<file path="src/rtl/ble_usb_pkg.sv">
// Shared types and defaults for the BLE analyzer USB output path.
package ble_usb_pkg;

   localparam int unsigned USB_DATA_W      = 8;
   localparam int unsigned USB_ARB_TIMEOUT = 16;

   typedef logic [USB_DATA_W-1:0] usb_byte_t;

   typedef enum logic [1:0] {
      IDLE = 2'd0,
      XFER = 2'd1,
      GAP  = 2'd2
   } arb_state_e;

endpackage

</file>
<file path="src/rtl/rr_arbiter.sv">
// Combinational round-robin pick: first requester after last_i, wrapping modulo NB_REQ.
module rr_arbiter #(
   parameter int unsigned NB_REQ = 4
) (
   input  logic [NB_REQ-1:0]         req_i,
   input  logic [$clog2(NB_REQ)-1:0] last_i,
   output logic [$clog2(NB_REQ)-1:0] winner_o,
   output logic                      any_o
);

   localparam int unsigned IDX_W = $clog2(NB_REQ);

   int idx;

   // Scan from farthest to nearest so the nearest requester after last_i overrides.
   always_comb begin
      winner_o = '0;
      any_o    = 1'b0;
      idx      = 0;
      for (int off = int'(NB_REQ); off > 0; off--) begin
         idx = (int'(last_i) + off) % int'(NB_REQ);
         if (req_i[IDX_W'(idx)]) begin
            winner_o = IDX_W'(idx);
            any_o    = 1'b1;
         end
      end
   end

endmodule

</file>
<file path="src/rtl/usb_frame_arbiter.sv">
// Frame-atomic round-robin arbiter feeding the single USB byte output,
// with inter-frame gap and a stall watchdog that aborts dead frames.
module usb_frame_arbiter
   import ble_usb_pkg::*;
#(
   parameter int unsigned NB_REQ  = 4,
   parameter int unsigned DATA_W  = 8,
   parameter int unsigned TIMEOUT = USB_ARB_TIMEOUT
) (
   input  logic                      clk_i,
   input  logic                      rst_i,
   input  logic [NB_REQ*DATA_W-1:0]  src_data_i,
   input  logic [NB_REQ-1:0]         src_valid_i,
   input  logic [NB_REQ-1:0]         src_last_i,
   output logic [NB_REQ-1:0]         src_ready_o,
   output logic [DATA_W-1:0]         data_o,
   output logic                      valid_o,
   output logic                      frame_o,
   output logic [$clog2(NB_REQ)-1:0] grant_o,
   output logic                      abort_o
);

   localparam int unsigned IDX_W = $clog2(NB_REQ);
   localparam int unsigned CNT_W = $clog2(TIMEOUT + 1);

   arb_state_e        state, state_nxt;
   logic [CNT_W-1:0]  stall_cnt, stall_cnt_nxt;
   logic [IDX_W-1:0]  grant_nxt, rr_winner;
   logic              rr_any;
   logic [NB_REQ-1:0] ready_nxt;
   logic [DATA_W-1:0] data_nxt, sel_data;
   logic              valid_nxt, frame_nxt, abort_nxt;
   logic              sel_valid, sel_last, accept;

   rr_arbiter #(.NB_REQ(NB_REQ)) u_rr (
      .req_i    (src_valid_i),
      .last_i   (grant_o),
      .winner_o (rr_winner),
      .any_o    (rr_any)
   );

   // Byte lane of the granted source
   always_comb begin
      sel_data  = '0;
      sel_valid = 1'b0;
      sel_last  = 1'b0;
      for (int unsigned i = 0; i < NB_REQ; i++) begin
         if (grant_o == IDX_W'(i)) begin
            sel_data  = src_data_i[i*DATA_W +: DATA_W];
            sel_valid = src_valid_i[i];
            sel_last  = src_last_i[i];
         end
      end
   end

   assign accept = (state == XFER) && sel_valid;

   // Next state, watchdog and registered output values
   always_comb begin
      state_nxt     = state;
      grant_nxt     = grant_o;
      stall_cnt_nxt = stall_cnt;
      data_nxt      = data_o;
      valid_nxt     = 1'b0;
      frame_nxt     = frame_o;
      abort_nxt     = 1'b0;
      ready_nxt     = '0;

      unique case (state)
         IDLE: begin
            frame_nxt = 1'b0;
            if (rr_any) begin
               state_nxt     = XFER;
               grant_nxt     = rr_winner;
               stall_cnt_nxt = '0;
            end
         end
         XFER: begin
            if (accept) begin
               data_nxt      = sel_data;
               valid_nxt     = 1'b1;
               frame_nxt     = 1'b1;
               stall_cnt_nxt = '0;
               if (sel_last) begin
                  state_nxt = GAP;
               end
            end else if (stall_cnt == CNT_W'(TIMEOUT - 1)) begin
               // This stall cycle is the TIMEOUT-th in a row: drop the frame.
               state_nxt     = GAP;
               abort_nxt     = 1'b1;
               frame_nxt     = 1'b0;
               stall_cnt_nxt = stall_cnt + CNT_W'(1);
            end else begin
               stall_cnt_nxt = stall_cnt + CNT_W'(1);
            end
         end
         GAP: begin
            state_nxt = IDLE;
            frame_nxt = 1'b0;
         end
         default: begin
            state_nxt = IDLE;
            frame_nxt = 1'b0;
         end
      endcase

      for (int unsigned i = 0; i < NB_REQ; i++) begin
         ready_nxt[i] = (state_nxt == XFER) && (grant_nxt == IDX_W'(i));
      end
   end

   always_ff @(posedge clk_i) begin
      if (rst_i) begin
         state       <= IDLE;
         grant_o     <= IDX_W'(NB_REQ - 1);
         stall_cnt   <= '0;
         src_ready_o <= '0;
         data_o      <= '0;
         valid_o     <= 1'b0;
         frame_o     <= 1'b0;
         abort_o     <= 1'b0;
      end else begin
         state       <= state_nxt;
         grant_o     <= grant_nxt;
         stall_cnt   <= stall_cnt_nxt;
         src_ready_o <= ready_nxt;
         data_o      <= data_nxt;
         valid_o     <= valid_nxt;
         frame_o     <= frame_nxt;
         abort_o     <= abort_nxt;
      end
   end

endmodule

</file>
<file path="config.mk">
export PLATFORM = sky130hd
export DESIGN_NAME = usb_frame_arbiter
export DESIGN_NICKNAME = d
export VERILOG_FILES = /design/src/rtl/ble_usb_pkg.sv /design/src/rtl/rr_arbiter.sv /design/src/rtl/usb_frame_arbiter.sv
export SDC_FILE = /design/constraint.sdc
export NUM_CORES = 1
export LEC_CHECK = 0
export ABC_AREA = 1
export BUFFER_PORTS_ARGS = -buffer_cell sky130_fd_sc_hd__buf_2
export CORE_MARGIN = 5
export CORE_UTILIZATION = 52
export DETAILED_ROUTE_END_ITERATION = 7
export GPL_TIMING_DRIVEN = 0
export PLACE_DENSITY = 0.85
export SETUP_SLACK_MARGIN = 0.3
export SLEW_MARGIN = 30
export SYNTH_ARGS = -nofsm -noshare
export SYNTH_HDL_FRONTEND = slang
export SYNTH_SLANG_ARGS = --single-unit
</file>
<file path="constraint.sdc">
create_clock -name clk_i -period 3.5 [get_ports clk_i]
set_input_delay 0 -clock clk_i [delete_from_list [all_inputs] [get_ports clk_i]]
set_output_delay 0 -clock clk_i [all_outputs]
set_load 0.005 [all_outputs]
</file>
Word-level counts from Yosys, hierarchy flattened. Index checks and enable logic that the tools add are counted.

Memory bits (writable): 0. Logic and storage cells: 88. Output and inout port bits: 17. Memory bits (read-only): 0. Memories kept: 0. Register bits after elaboration: 24. Bits of input ports: 42. Latch bits: 0.

Magnitude comparators: 4. $add $sub $neg: 5. Shift-type cells: 0. Multiplexer cells: 46. Equal/unequal tests: 10. Multipliers: 0. Reduce and logical (&&, ||, !) cells: 14. Divide/modulo/power cells: 0. Bitwise operators: 1.

Operators with widths (count): 8-bit 2-to-1 mux (4); 1-bit 2-to-1 mux (24); 2-bit 2-to-1 mux (10); 2-bit by 4-bit less-than comparator with 1-bit output (second input constant) (4); 5-bit 2-to-1 mux (2); 5-bit case mux with 2 select lines (1); 1-bit binary-select mux with 2-bit select (4); 2-bit by 1-bit equality test with 1-bit output (second input constant) (4); 2-bit equality test (second input constant) (4); 2-bit zero test (3); 5-bit by 1-bit adder with 5-bit output (second input constant) (1); 5-bit by 4-bit equality test with 1-bit output (second input constant) (1); 1-bit logical AND (5); 2-bit by 1-bit adder with 2-bit output (second input constant) (2); 2-bit adder (second input constant) (2); 2-bit case mux with 2 select lines (1); 2-bit AND reduction (2); 2-bit nonzero test (2); 3-bit OR reduction (1); 2-bit != test (second input constant) (1); 2-bit OR reduction (1); 1-bit NOT (1).

Depth between registers and ports, before layout. Gate-level depths: netlist of run 1.

Depth in word-level cells: 12. Gate-level depth with buffers: 13. Mapped depth without buffers: 13.

Modules after synthesis. Synthesis of run 1 repeated with hierarchy kept, for this count alone.

Cell total of the unflattened synthesis: 216. Area total of the unflattened synthesis: 1445.1 sq um.

Modules (own cells, without submodules): usb_frame_arbiter (times used 1, cells each 167, area each 1218.7 sq um); rr_arbiter (times used 1, cells each 49, area each 226.5 sq um).

Worst setup path after synthesis of run 1. No wires, ideal clock.

Path type: register -> register. From: register grant_o[0]. To: register data_o[0]. Setup time: 0.124 ns. Cell stages (with the launch flop): 11. Required time: 3.376 ns. Path buffers: 2. Clock period less this slack: 1.722 ns. Slack: 1.778 ns. Arrival: 1.599 ns. Cells stage by stage: dfxtp_1 inv_2 ha_1 buf_4 a21oi_2 nand2_2 nand3_2 inv_2 buf_4 o21ai_1 a31oi_1.

Word-level cells in the longest chain between the ends: 7. Elaborated cells between the ends (all ways): 14. Those cells by class: eq/ne (3); mux (8); reduce/logical (3).

RTL lines: start: declaration (line usb_frame_arbiter.sv:19) `output logic [$clog2(NB_REQ)-1:0] grant_o,`; start signal: assignment (line usb_frame_arbiter.sv:115) `grant_o <= IDX_W'(NB_REQ - 1);`; start signal: assignment (line usb_frame_arbiter.sv:124) `grant_o <= grant_nxt;`; 2-bit zero test (line usb_frame_arbiter.sv:48) `if (grant_o == IDX_W'(i)) begin`; 1-bit 2-to-1 mux (4 in a row) (line usb_frame_arbiter.sv:48); 1-bit logical AND (line usb_frame_arbiter.sv:56) `assign accept = (state == XFER) && sel_valid;`; 2-bit AND reduction (no source line); end signal: assignment (line usb_frame_arbiter.sv:127) `data_o <= data_nxt;`; end: declaration (line usb_frame_arbiter.sv:16) `output logic [DATA_W-1:0] data_o,`.

Several ways; a longest one is shown, not always the timed one. A chain may end at the register's enable or synchronous reset.

Final worst setup path of run 1.
From: register grant_o[0]. To: register src_ready_o[3].

Word-level cells in the longest chain between the ends: 12. Elaborated cells between the ends (all ways): 46. Those cells by class: add/sub (4); eq/ne (5); mux (34); reduce/logical (3).

RTL lines: 2-bit by 1-bit adder with 2-bit output (line rr_arbiter.sv:21) `idx = (int'(last_i) + off) % int'(NB_REQ);`; 1-bit binary-select mux with 2-bit select (line rr_arbiter.sv:22) `if (req_i[IDX_W'(idx)]) begin`; 1-bit 2-to-1 mux (implied by the code) (2 in a row) (line rr_arbiter.sv:22); 1-bit 2-to-1 mux or 2-bit 2-to-1 mux (tied branches) (4 in a row) (line rr_arbiter.sv:22); 2-bit 2-to-1 mux (line usb_frame_arbiter.sv:72) `if (rr_any) begin`; 2-bit case mux with 2 select lines or 2-bit 2-to-1 mux (tied branches) (line usb_frame_arbiter.sv:69) `unique case (state)`; 2-bit by 1-bit equality test with 1-bit output or 2-bit equality test (tied branches) (line usb_frame_arbiter.sv:108) `ready_nxt[i] = (state_nxt == XFER) && (grant_nxt == IDX_W'(i));`; 1-bit logical AND (*) (line usb_frame_arbiter.sv:108); end signal: assignment (line usb_frame_arbiter.sv:126) `src_ready_o <= ready_nxt;`; end: declaration (line usb_frame_arbiter.sv:15) `output logic [NB_REQ-1:0] src_ready_o,`.

Every way passes the cells marked *; elsewhere a longest branch is shown, timed or not. The select of a mux whose other input is x is not followed.

==> reports/results.ini, run 1 <==
[outcome]
outcome = finished clean

[yosys]
ys.warnings.count = 0
syn-cell-area_mm2 = 0.00149
synthArstFlopShare_pct = 0
ys_dominant_reg_cell = dfxtp_1
yosys_register_bits = 24
synth.distinct_cells = 26
postSynthAreaPerCell_um2 = 6.88
synth_nets = 264
synth-edff-count = 0
synthCells = 216
ys_seq_area_share_pct = 32.3

[detailed_routing]
wl_per_cell_um = 11.8
dr.pass1.iters = 4
ant_nets = 0
routed_via_density = 5.07
drc = 0
wl_um = 3730
drt_iter0_drc = 64
via_count = 1607

[worst_setup_path]
startpoint = grant_o[0]
crit_arrival_ps = 2230
critPathCapture = src_ready_o[3]
worstPathRequired_ps = 3740
rrSetupSlack_ps = 1510
path_max_fanout = 10
rr_startpoint = grant_o[0]
start_kind = flop
crit_type = reg -> reg
ff2ff_path_depth = 11
r2r_end = src_ready_o[3]
crit_path_end_kind = flop

[run]
drv_cap = 0

[sta]
hold_viol = 0
clock-skew-final_ps = 1.29
final.setup.tns_ps = 0
max-slew-margin-rel_pct = 79.7
final.period_utilization_pct = 56.8
rsz0062_at_grt = false
fin_hold_ws_ps = 39.5
finalMaxSlewViolations = 0
setup_viol = 0
clock.fmax_mhz = 503
worst_pin_slew_ps = 304
post-route-min-period_ps = 1990

[power]
p_leak_uw = 0.00103
power_uw = 1470
peakVddDrop_mv = 0.559
p_per_area_mw_per_mm2 = 761

[die]
start_util_pct = 53.9
core_area_mm2 = 0.00276
rows = 19
die_area_mm2 = 0.00403
fp.dieW_um = 63.5
pin_count = 59
die_h_um = 63.5

[clock_tree]
cts_setup_buffers = 0
numCtsBuffers = 3
clock_sinks = 24
clock_latency_ps = 300
cts_buffer_depth = 2
path_clk_slew_ps = 110
cts_hold_buf = 9
tritoncts = built
cts_max_level = 1
cts-root-buf = clkbuf_4
post_cts_resized = 0

[placement]
place.gp.congestion = 0.806
dpl_cell_area_mm2 = 0.00182
hpwlAfterDp_um = 2910
io_buffers = 58

[grt]
grt_pass1_vias = 1528
antenna_found_initial = 0
grt_max_degree = 13
grt_pass1_wl_um = 6360
grt_use_total_pct = 19.0
grt-ovfl-total = 0

[finish]
seq_area_um2 = 480
multiInputGateArea_um2 = 867
areaGrowthSynthToFinish_pct = 29.7
design_area_mm2 = 0.00193
final_layout_size_suffix_gt1_share_pct = 32.2
layout.nets = 336
n_antenna_cell = 0
n_fill_cell = 235

[worst_hold_path]
hold_path.class = in -> reg

[per-stage QoR]
| step | util, % | instances | setup WS [ps] |
|---|---|---|---|
| 2_1_floorplan | - | 216 | 1780 |
| 3_3_place_gp | 65.8 | 305 | 1580 |
| 3_5_place_dp | 65.8 | 305 | 1520 |
| 4_1_cts | 69.9 | 317 | 1500 |
| 5_1_grt | 69.9 | 317 | 1320 |
| 6_report | 69.9 | 317 | 1510 |
[power by group]
part / total [uW] / switching (uW) / leakage (uW) / internal [uW]
Clock: 112 / 72.2 / 0.0000138 / 40.1
Sequential: 404 / 51.8 / 0.000196 / 352
Combinational: 951 / 583 / 0.000820 / 368
Total: 1470 / 707 / 0.00103 / 761
[registers in the layout, indices dropped and copies added, names as in the netlist]
name,cells
data_o,8
stall_cnt,5
src_ready_o,4
grant_o,2
state,2
abort_o,1
frame_o,1
valid_o,1
[cell usage after synthesis, types with 2 or more instances]
| library cell | count | area, um2 |
|---|---|---|
| a21oi_1 | 13 | 65.1 |
| a21oi_2 | 2 | 17.5 |
| a31oi_1 | 8 | 50.1 |
| and3_1 | 2 | 12.5 |
| buf_4 | 4 | 30.0 |
| dfxtp_1 | 24 | 480 |
| ha_1 | 6 | 75.1 |
| inv_1 | 21 | 78.8 |
| inv_2 | 5 | 18.8 |
| nand2_1 | 65 | 244 |
| nand2_2 | 9 | 56.3 |
| nand3_1 | 11 | 55.1 |
| nand3_2 | 5 | 50.1 |
| nor2_1 | 11 | 41.3 |
| o211ai_1 | 8 | 60.1 |
| o21ai_0 | 10 | 50.1 |
| o21ai_1 | 3 | 15.0 |
[cell usage in the layout, fill, tap and decap left out]
| cell type | synthesis | final |
|---|---|---|
| a21oi_1 | 13 | 13 |
| a21oi_2 | 2 | 2 |
| a31oi_1 | 8 | 8 |
| and3_1 | 2 | 2 |
| buf_2 | 0 | 58 |
| buf_4 | 4 | 4 |
| buf_6 | 1 | 1 |
| clkbuf_4 | 0 | 3 |
| dfxtp_1 | 24 | 24 |
| dlygate4sd3_1 | 0 | 9 |
| ha_1 | 6 | 6 |
| inv_1 | 21 | 21 |
| inv_2 | 5 | 5 |
| nand2_1 | 65 | 65 |
| nand2_2 | 9 | 9 |
| nand2_4 | 1 | 1 |
| nand3_1 | 11 | 11 |
| nand3_2 | 5 | 5 |
| nand4_1 | 1 | 1 |
| nor2_1 | 11 | 11 |
| nor2_2 | 1 | 1 |
| nor2_8 | 1 | 1 |
| nor3_2 | 1 | 1 |
| o211ai_1 | 8 | 8 |
| o21ai_0 | 10 | 10 |
| o21ai_1 | 3 | 3 |
| o32ai_1 | 1 | 1 |
| or2_1 | 1 | 1 |
| or2_2 | 1 | 1 |
[layout make-up]
type	count	area share (%)
multi-input combinational	161	45.0
timing repair buffer	67	19.7
inverter	26	5.06
clock buffer	3	1.17
tap	31	2.01
buffer	5	2.14
sequential	24	24.9
[logic make-up (layout without fill, tap and decap cells)]
| kind of cell | Yosys count | count (layout) | share of synthesized area, % |
|---|---|---|---|
| AO/OA/AOI/OAI | 45 | 45 | 17.9 |
| AND/OR/NAND/NOR | 110 | 110 | 35.4 |
| flip-flops | 24 | 24 | 32.3 |
| adder cells (fa/ha/maj) | 6 | 6 | 5.05 |
| buffers and inverters | 31 | 101 | 9.34 |
[worst min path at each step]
stage | start | endpoint | slack, ps | cells after the start
final | src_data_i[17] | data_o[1] | 40 | 3
after global routing | src_data_i[18] | data_o[2] | 40 | 3
after CTS | src_data_i[17] | data_o[1] | 40 | 3
after detailed placement | rst_i | stall_cnt[1] | 250 | 2
after global placement | rst_i | stall_cnt[1] | 240 | 2
after floorplan | rst_i | stall_cnt[1] | 70 | 1
[critical path: stages (launching register included)]
cell     delay [ps]
dfxtp_1         510
inv_2           170
ha_1            250
inv_2           140
nand3_1         110
nand2_2         100
nand3_2         110
inv_2           130
nand2_1          90
nand3_2         110
nand3_1         100
nor2_1          110
[per-layer routing]
layer | vias to the layer above | wire (um) | GRT usage (%)
met5 | - | 0 | 0
met4 | 0 | 38 | 3.64
met3 | 4 | 313 | 7.82
met2 | 61 | 1810 | 31.5
met1 | 691 | 1570 | 23.0
li1 | 851 | - | -
Power figures use the tool's default switching activity.
==> run 2: changes to the inputs <==
--- a/config.mk
+++ b/config.mk
@@ -8,10 +8,10 @@
 export ABC_AREA = 1
 export BUFFER_PORTS_ARGS = -buffer_cell sky130_fd_sc_hd__buf_2
 export CORE_MARGIN = 5
-export CORE_UTILIZATION = 52
+export CORE_UTILIZATION = 43
 export DETAILED_ROUTE_END_ITERATION = 7
 export GPL_TIMING_DRIVEN = 0
-export PLACE_DENSITY = 0.85
+export PLACE_DENSITY = 0.75
 export SETUP_SLACK_MARGIN = 0.3
 export SLEW_MARGIN = 30
 export SYNTH_ARGS = -nofsm -noshare
==> constraint.sdc (replaced) <==
create_clock -name clk_i -period 1.7 [get_ports clk_i]
set_input_delay 0 -clock clk_i [delete_from_list [all_inputs] [get_ports clk_i]]
set_output_delay 0 -clock clk_i [all_outputs]
set_load 0.005 [all_outputs]
==> reports/results.ini, run 2 (same netlist as run 1, synthesis figures left out) <==
[grt]
grt_use_total_pct = 18.0  ; -0.94 points
grt_pass1_vias = 1559  ; +2.0%
grt-ovfl-total = 0  ; unchanged
met1_usage_pct = 23.1  ; +0.041 points
antenna_found_initial = 0  ; unchanged
use_met2_pct = 31.1  ; -0.36 points
grt_pass1_wl_um = 6630  ; +4.2%
met3_usage_pct = 1.62  ; -6.2 points
grt_max_degree = 14  ; +1
grt-busiest-layer = met2

[worst_setup_path]
worstPathRequired_ps = 1920  ; -1820 ps
startpoint = grant_o[1]
cp_slowest_stage_delay_ps = 440  ; -70 ps
start_kind = flop
crit_chain = inv_6 > ha_4 > buf_8 > nor2_8 > nand2_2 > nand2_1 > nand2_1 > nand2_1 > nand2_2 > nand2_4 > nand3_4 > nand3_4 > nor2_2
crit_path_end_kind = flop
path_max_fanout = 6  ; -4
crit_type = reg -> reg
cp_slowest_cell = dfxtp_4
rr_startpoint = grant_o[1]
cp_common_cell = nand2_1
crit_arrival_ps = 1870  ; -360 ps

[outcome]
outcome = finished clean

[sta]
rsz0062_at_grt = true
finalMaxSlewViolations = 0  ; unchanged
final.period_utilization_pct = 96.9  ; +40 points
worst_pin_slew_ps = 385  ; +80.9 ps
setup_viol = 0  ; unchanged
timing.final.ws_setup_ps = 53.1  ; -1460 ps
max-slew-margin-rel_pct = 74.3  ; -5.4 points
clock.fmax_mhz = 607  ; +21%
hold_viol = 0  ; unchanged
post-route-min-period_ps = 1650  ; -340 ps
clock-skew-final_ps = 0.699  ; -0.595 ps

[clock_tree]
cts_buffer_depth = 2  ; unchanged
numCtsBuffers = 3  ; unchanged
cts_max_level = 1  ; unchanged
path_clk_slew_ps = 130  ; +20 ps
cts-root-buf = clkbuf_4
clock_latency_ps = 310  ; about the same
clock_sinks = 24  ; unchanged
tritoncts = built

[finish]
n_antenna_cell = 0  ; unchanged
largestRegisters = data_o x8, stall_cnt x5, src_ready_o x4
most-common-layout-cells = buf_2 (58), nand2_1 (57), dfxtp_1 (22)
fin_util_pct = 67.1  ; -2.8 points
n_fill_cell = 288  ; +23%
areaGrowthSynthToFinish_pct = 50.6
final_common_cell = buf_2
largest_reg_flops = 8  ; unchanged
layout.nets = 345  ; +2.7%
final_layout_size_suffix_gt1_share_pct = 43.6  ; +11 points
top_register = data_o

[run]
drv_cap = 0  ; unchanged

[power]
p_leak_uw = 0.00112  ; +8.6%
p_per_area_mw_per_mm2 = 1710  ; +120%
peakVddDrop_mv = 0.878  ; +57%

[detailed_routing]
wl_per_cell_um = 12.3  ; +4.6%
routed_via_density = 4.86  ; -4.1%
wl_um = 4210  ; +13%
via_count = 1663  ; +3.5%
drc = 0  ; unchanged
dr.pass1.iters = 4  ; unchanged
ant_nets = 0  ; unchanged
drt_iter0_drc = 95  ; +48%

[worst_hold_path]
hp-start = src_data_i[21]
hold_path.class = in -> reg

[placement]
place.gp.congestion = 0.808  ; +0.25%
post-place-ws_ps = 34.4  ; -1480 ps
io_buffers = 58  ; unchanged
hpwlAfterDp_um = 2940  ; +1.3%

[die]
pin_count = 59  ; unchanged
core_area_mm2 = 0.00334  ; +21%
fp.dieW_um = 68.8  ; +8.4%
rows = 21  ; +2
die_h_um = 68.8  ; +8.4%
start_util_pct = 44.5  ; -9.4 points
die_area_mm2 = 0.00473  ; +18%

[run 2: cell count changes in the layout (fill, tap and decap cells not counted), sizes merged]
cell,change
buf,+9
clkbuf,+1
[run 2: final timing paths]
kind,slack (ps),cells past startpoint,to
max,50,13,src_ready_o[3]
min,30,3,data_o[5]
max reg2reg,50,13,src_ready_o[3]
min reg2reg,470,2,frame_o
[run 2: power by group]
group          total [uW]  internal (uW)  leakage, uW  switching, uW
clock network         299            131    0.0000210            168
logic                2640           1120     0.000900           1520
registers             886            742     0.000197            144
[run 2: cell type report]
class,instances,area [um2],share of cell area (%)
multi-input combinational,161,1030,45.8
sequential,24,488,21.8
timing repair buffer,76,448,20.0
inverter,26,123,5.48
buffer,5,60.1,2.68
tap,46,57.6,2.57
clock buffer,4,36.3,1.62
[run 2: critical path: cells and delay by family, from the launching register on]
kind	cells	cell delay (ps)
adder cells (fa/ha/maj)	1	170
flip-flops	1	440
buffers and inverters	2	190
AND/OR/NAND/NOR	10	760
[run 2: routing by layer]
| metal | share of wire, % | vias to the layer above |
|---|---|---|
| met4 | 2.2 | 0 |
| li1 | - | 872 |
| met3 | 2.9 | 10 |
| met5 | 0 | - |
| met1 | 44 | 743 |
| met2 | 50 | 38 |
[run 2: what timing repair did]
action / CTS / global route
endpoints found under the hold margin: 11 / 0
pin swaps: 13 / 13
hold buffers: 9 / 0
setup endpoints to repair: 22 / 22
setup buffers: 6 / 3
gates resized for setup: 17 / 21
[run 2: per-stage QoR]
step / hold slack, ps / TNS, ps / instances / cell area, um2 / power (uW)
after floorplan: 69.1 / 0 / 216 / 1540 / 2410
after global placement: 232 / 0 / 320 / 1880 / 2870
after detailed placement: 229 / 0 / 320 / 1880 / 2900
after CTS: 14.4 / 0 / 339 / 2130 / 3480
after global routing: 36.6 / -125 / 342 / 2240 / 4140
final: 25.5 / 0 / 342 / 2240 / 3820
==> run 3: changes to the inputs <==
--- a/config.mk
+++ b/config.mk
@@ -8,12 +8,12 @@
 export ABC_AREA = 1
 export BUFFER_PORTS_ARGS = -buffer_cell sky130_fd_sc_hd__buf_2
 export CORE_MARGIN = 5
-export CORE_UTILIZATION = 43
+export CORE_UTILIZATION = 36
 export DETAILED_ROUTE_END_ITERATION = 7
 export GPL_TIMING_DRIVEN = 0
-export PLACE_DENSITY = 0.75
 export SETUP_SLACK_MARGIN = 0.3
 export SLEW_MARGIN = 30
 export SYNTH_ARGS = -nofsm -noshare
 export SYNTH_HDL_FRONTEND = slang
+export SYNTH_HIERARCHICAL = 1
 export SYNTH_SLANG_ARGS = --single-unit
==> reports/results.ini, run 3 <==
[yosys]
synth.largest_area_cell = dfxtp_1
yosys_register_bits = 24  ; unchanged
ys.warnings.count = 6  ; +6
syn-cell-area_mm2 = 0.00145  ; -2.8%
synth_compound_area_share_pct = 14.7  ; -3.2 points
synth-simple-area-share_pct = 38.9  ; +3.5 points
yosysMostFrequentCell = nand2_1
synth_top_area_share_pct = 33.2  ; +0.92 points
synth_commonest_cells = nand2_1 (64), inv_1 (25), dfxtp_1 (24), nand3_1 (24), nor2_1 (21)
ys_seq_area_share_pct = 33.2  ; +0.92 points
synth-edff-count = 0  ; unchanged
synthAdderAreaFrac_pct = 1.73  ; -3.3 points
synthCells = 216  ; unchanged
postSynthAreaPerCell_um2 = 6.69  ; -2.8%
synth_nets = 260  ; -1.5%
synthArstFlopShare_pct = 0  ; unchanged
ys_dominant_reg_cell = dfxtp_1
ys_top_cells_by_area = dfxtp_1 (33%), nand2_1 (17%), nand3_1 (8.3%), inv_1 (6.5%), nor2_1 (5.5%)
synth.distinct_cells = 30  ; +15%
post_synth_xor_area_fraction_pct = 0  ; unchanged
muxShareOfSynthArea_pct = 0  ; unchanged
synth_top_family_by_area = simple AND/OR/NAND/NOR gates

[power]
power_uw = 2370  ; -38%
peakVddDrop_mv = 0.464  ; -47%
p_leak_uw = 0.00115  ; +2.6%
p_per_area_mw_per_mm2 = 1030  ; -40%

[worst_setup_path]
startpoint = grant_o[0]
cp_slowest_stage_delay_ps = 360  ; -80 ps
cp_slowest_cell = dfxtp_4
crit_path_end_kind = flop
crit_type = reg -> reg
rr_startpoint = grant_o[0]
start_kind = flop
crit_chain = buf_4 > buf_6 > nand2_2 > nor2_1 > nor2_2 > buf_4 > nand3_1 > nand3_2 > nand2_2 > nand2_1 > nor2_1
worstPathRequired_ps = 1870  ; -50 ps
path_max_fanout = 6  ; unchanged
crit_arrival_ps = 1780  ; -90 ps

[detailed_routing]
routed_via_density = 4.89  ; +0.50%
via_count = 1686  ; +1.4%
ant_nets = 0  ; unchanged
drc = 0  ; unchanged
wl_um = 4200  ; -0.14%
dr.pass1.iters = 4  ; unchanged
wl_per_cell_um = 12.2  ; -1.0%
drt_iter0_drc = 28  ; -71%

[finish]
final_layout_size_suffix_gt1_share_pct = 52.5  ; +9.0 points
largest_reg_flops = 8  ; unchanged
largestRegisters = data_o x8, stall_cnt x5, src_ready_o x4
layout.nets = 340  ; -1.4%
most-common-layout-cells = buf_2 (58), nand2_1 (44), inv_1 (22), dfxtp_1 (22), nand3_1 (20)
areaGrowthSynthToFinish_pct = 59.8
n_antenna_cell = 0  ; unchanged
final_common_cell = buf_2
top_register = data_o

[sta]
max-slew-margin-rel_pct = 60.3  ; -14 points
fin_hold_ws_ps = 4.71  ; -20.7 ps
hold_viol = 0  ; unchanged
clock-skew-final_ps = 1.78  ; +1.08 ps
rsz0062_at_grt = true
final.period_utilization_pct = 94.6  ; -2.3 points
post-route-min-period_ps = 1610  ; -39.4 ps
finalMaxSlewViolations = 0  ; unchanged
worst_pin_slew_ps = 596  ; +211 ps
setup_viol = 0  ; unchanged
clock.fmax_mhz = 622  ; +2.5%

[grt]
grt-ovfl-total = 0  ; unchanged
grt_max_degree = 15  ; +1
grt_use_total_pct = 16.2  ; -1.8 points
antenna_found_initial = 0  ; unchanged
grt_pass1_vias = 1629  ; +4.5%
grt_pass1_wl_um = 6910  ; +4.2%

[outcome]
outcome = finished clean

[clock_tree]
clock_latency_ps = 270  ; -40 ps
path_clk_slew_ps = 90  ; -40 ps
cts_buffer_depth = 2  ; unchanged
cts_max_level = 1  ; unchanged
numCtsBuffers = 3  ; unchanged
tritoncts = built
clock_sinks = 24  ; unchanged
cts-root-buf = clkbuf_8

[die]
pin_count = 59  ; unchanged
die_h_um = 73.4  ; +6.6%
die_area_mm2 = 0.00538  ; +14%
start_util_pct = 36.7  ; -7.9 points
fp.dieW_um = 73.4  ; +6.6%
core_area_mm2 = 0.00394  ; +18%
rows = 23  ; +9.5%

[placement]
io_buffers = 58  ; unchanged
place.gp.congestion = 0.912  ; +13%
hpwlAfterDp_um = 2930  ; -0.46%

[worst_hold_path]
hold_path.class = in -> reg
hp-start = rst_i

[run]
drv_cap = 0  ; unchanged

run 3: changes by cell type in the layout (fill, tap and decap cells not counted), sizes merged, moves of 3 or more:
cell	before	now
a221oi	0	4
ha	6	2
a21oi	15	12
a211oi	0	5
o211ai	8	0
nor2	13	24
dlygate4sd3	9	0
nand2	75	71
o21ai	13	10
buf	72	80
a31oi	8	0
nand3	16	25
run 3: worst max-delay path, delay by kind of cell (launching register included):
kind | cells | cell delay, ps
AND/OR/NAND/NOR | 8 | 750
flip-flops | 1 | 360
buffers and inverters | 3 | 390
run 3: worst paths after layout:
check | cells past startpoint | slack (ps) | endpoint
min reg2reg | 2 | 480 | frame_o
min | 2 | 5 | data_o[1]
max | 11 | 90 | src_ready_o[3]
max reg2reg | 11 | 90 | src_ready_o[3]
run 3: cells by family after synthesis:
kind of cell / after synthesis
AO/OA/AOI/OAI: 32
adder cells (fa/ha/maj): 2
buffers and inverters: 34
flip-flops: 24
AND/OR/NAND/NOR: 124
run 3: area by class of cell:
cell class	instances	area [um2]
multi-input cells	158	1030
well taps	50	62.6
plain buffers	6	65.1
repair buffers	75	468
fillers	395	1630
inverters	28	123
clock inverters	1	30.0
clock buffers	3	41.3
flip-flops and latches	24	488
run 3: per-stage QoR:
stage                     instances  setup WS [ps]  utilization (%)  TNS (ps)  cell area (um2)
after floorplan                 216            242                -         0             1460
after global placement          324            105             46.0         0             1810
after detailed placement        324            102             46.0         0             1810
after CTS                       341            134             54.8         0             2160
after global routing            345          -87.0             58.6      -374             2310
final                           345           92.4             58.6         0             2310
run 3: power breakdown:
group / internal, uW / leakage, uW / switching [uW]
Clock: 315 / 0.0000357 / 190
Combinational: 531 / 0.000914 / 624
Sequential: 644 / 0.000197 / 66.4
run 3: metal layers:
layer | global-route usage (%) | vias up | wire [um]
met3 | 3.15 | 9 | 241
met2 | 28.3 | 42 | 2100
li1 | - | 856 | -
met1 | 20.0 | 779 | 1770
met5 | 0 | - | 0
met4 | 5.03 | 0 | 85
run 3: what timing repair did:
action                                  CTS  global route
buffers inserted                         12             4
gates cloned                              1             0
hold buffers                              0             0
pin swaps                                 8             9
endpoints found under the setup margin   20            23
gates resized for setup                  43            34
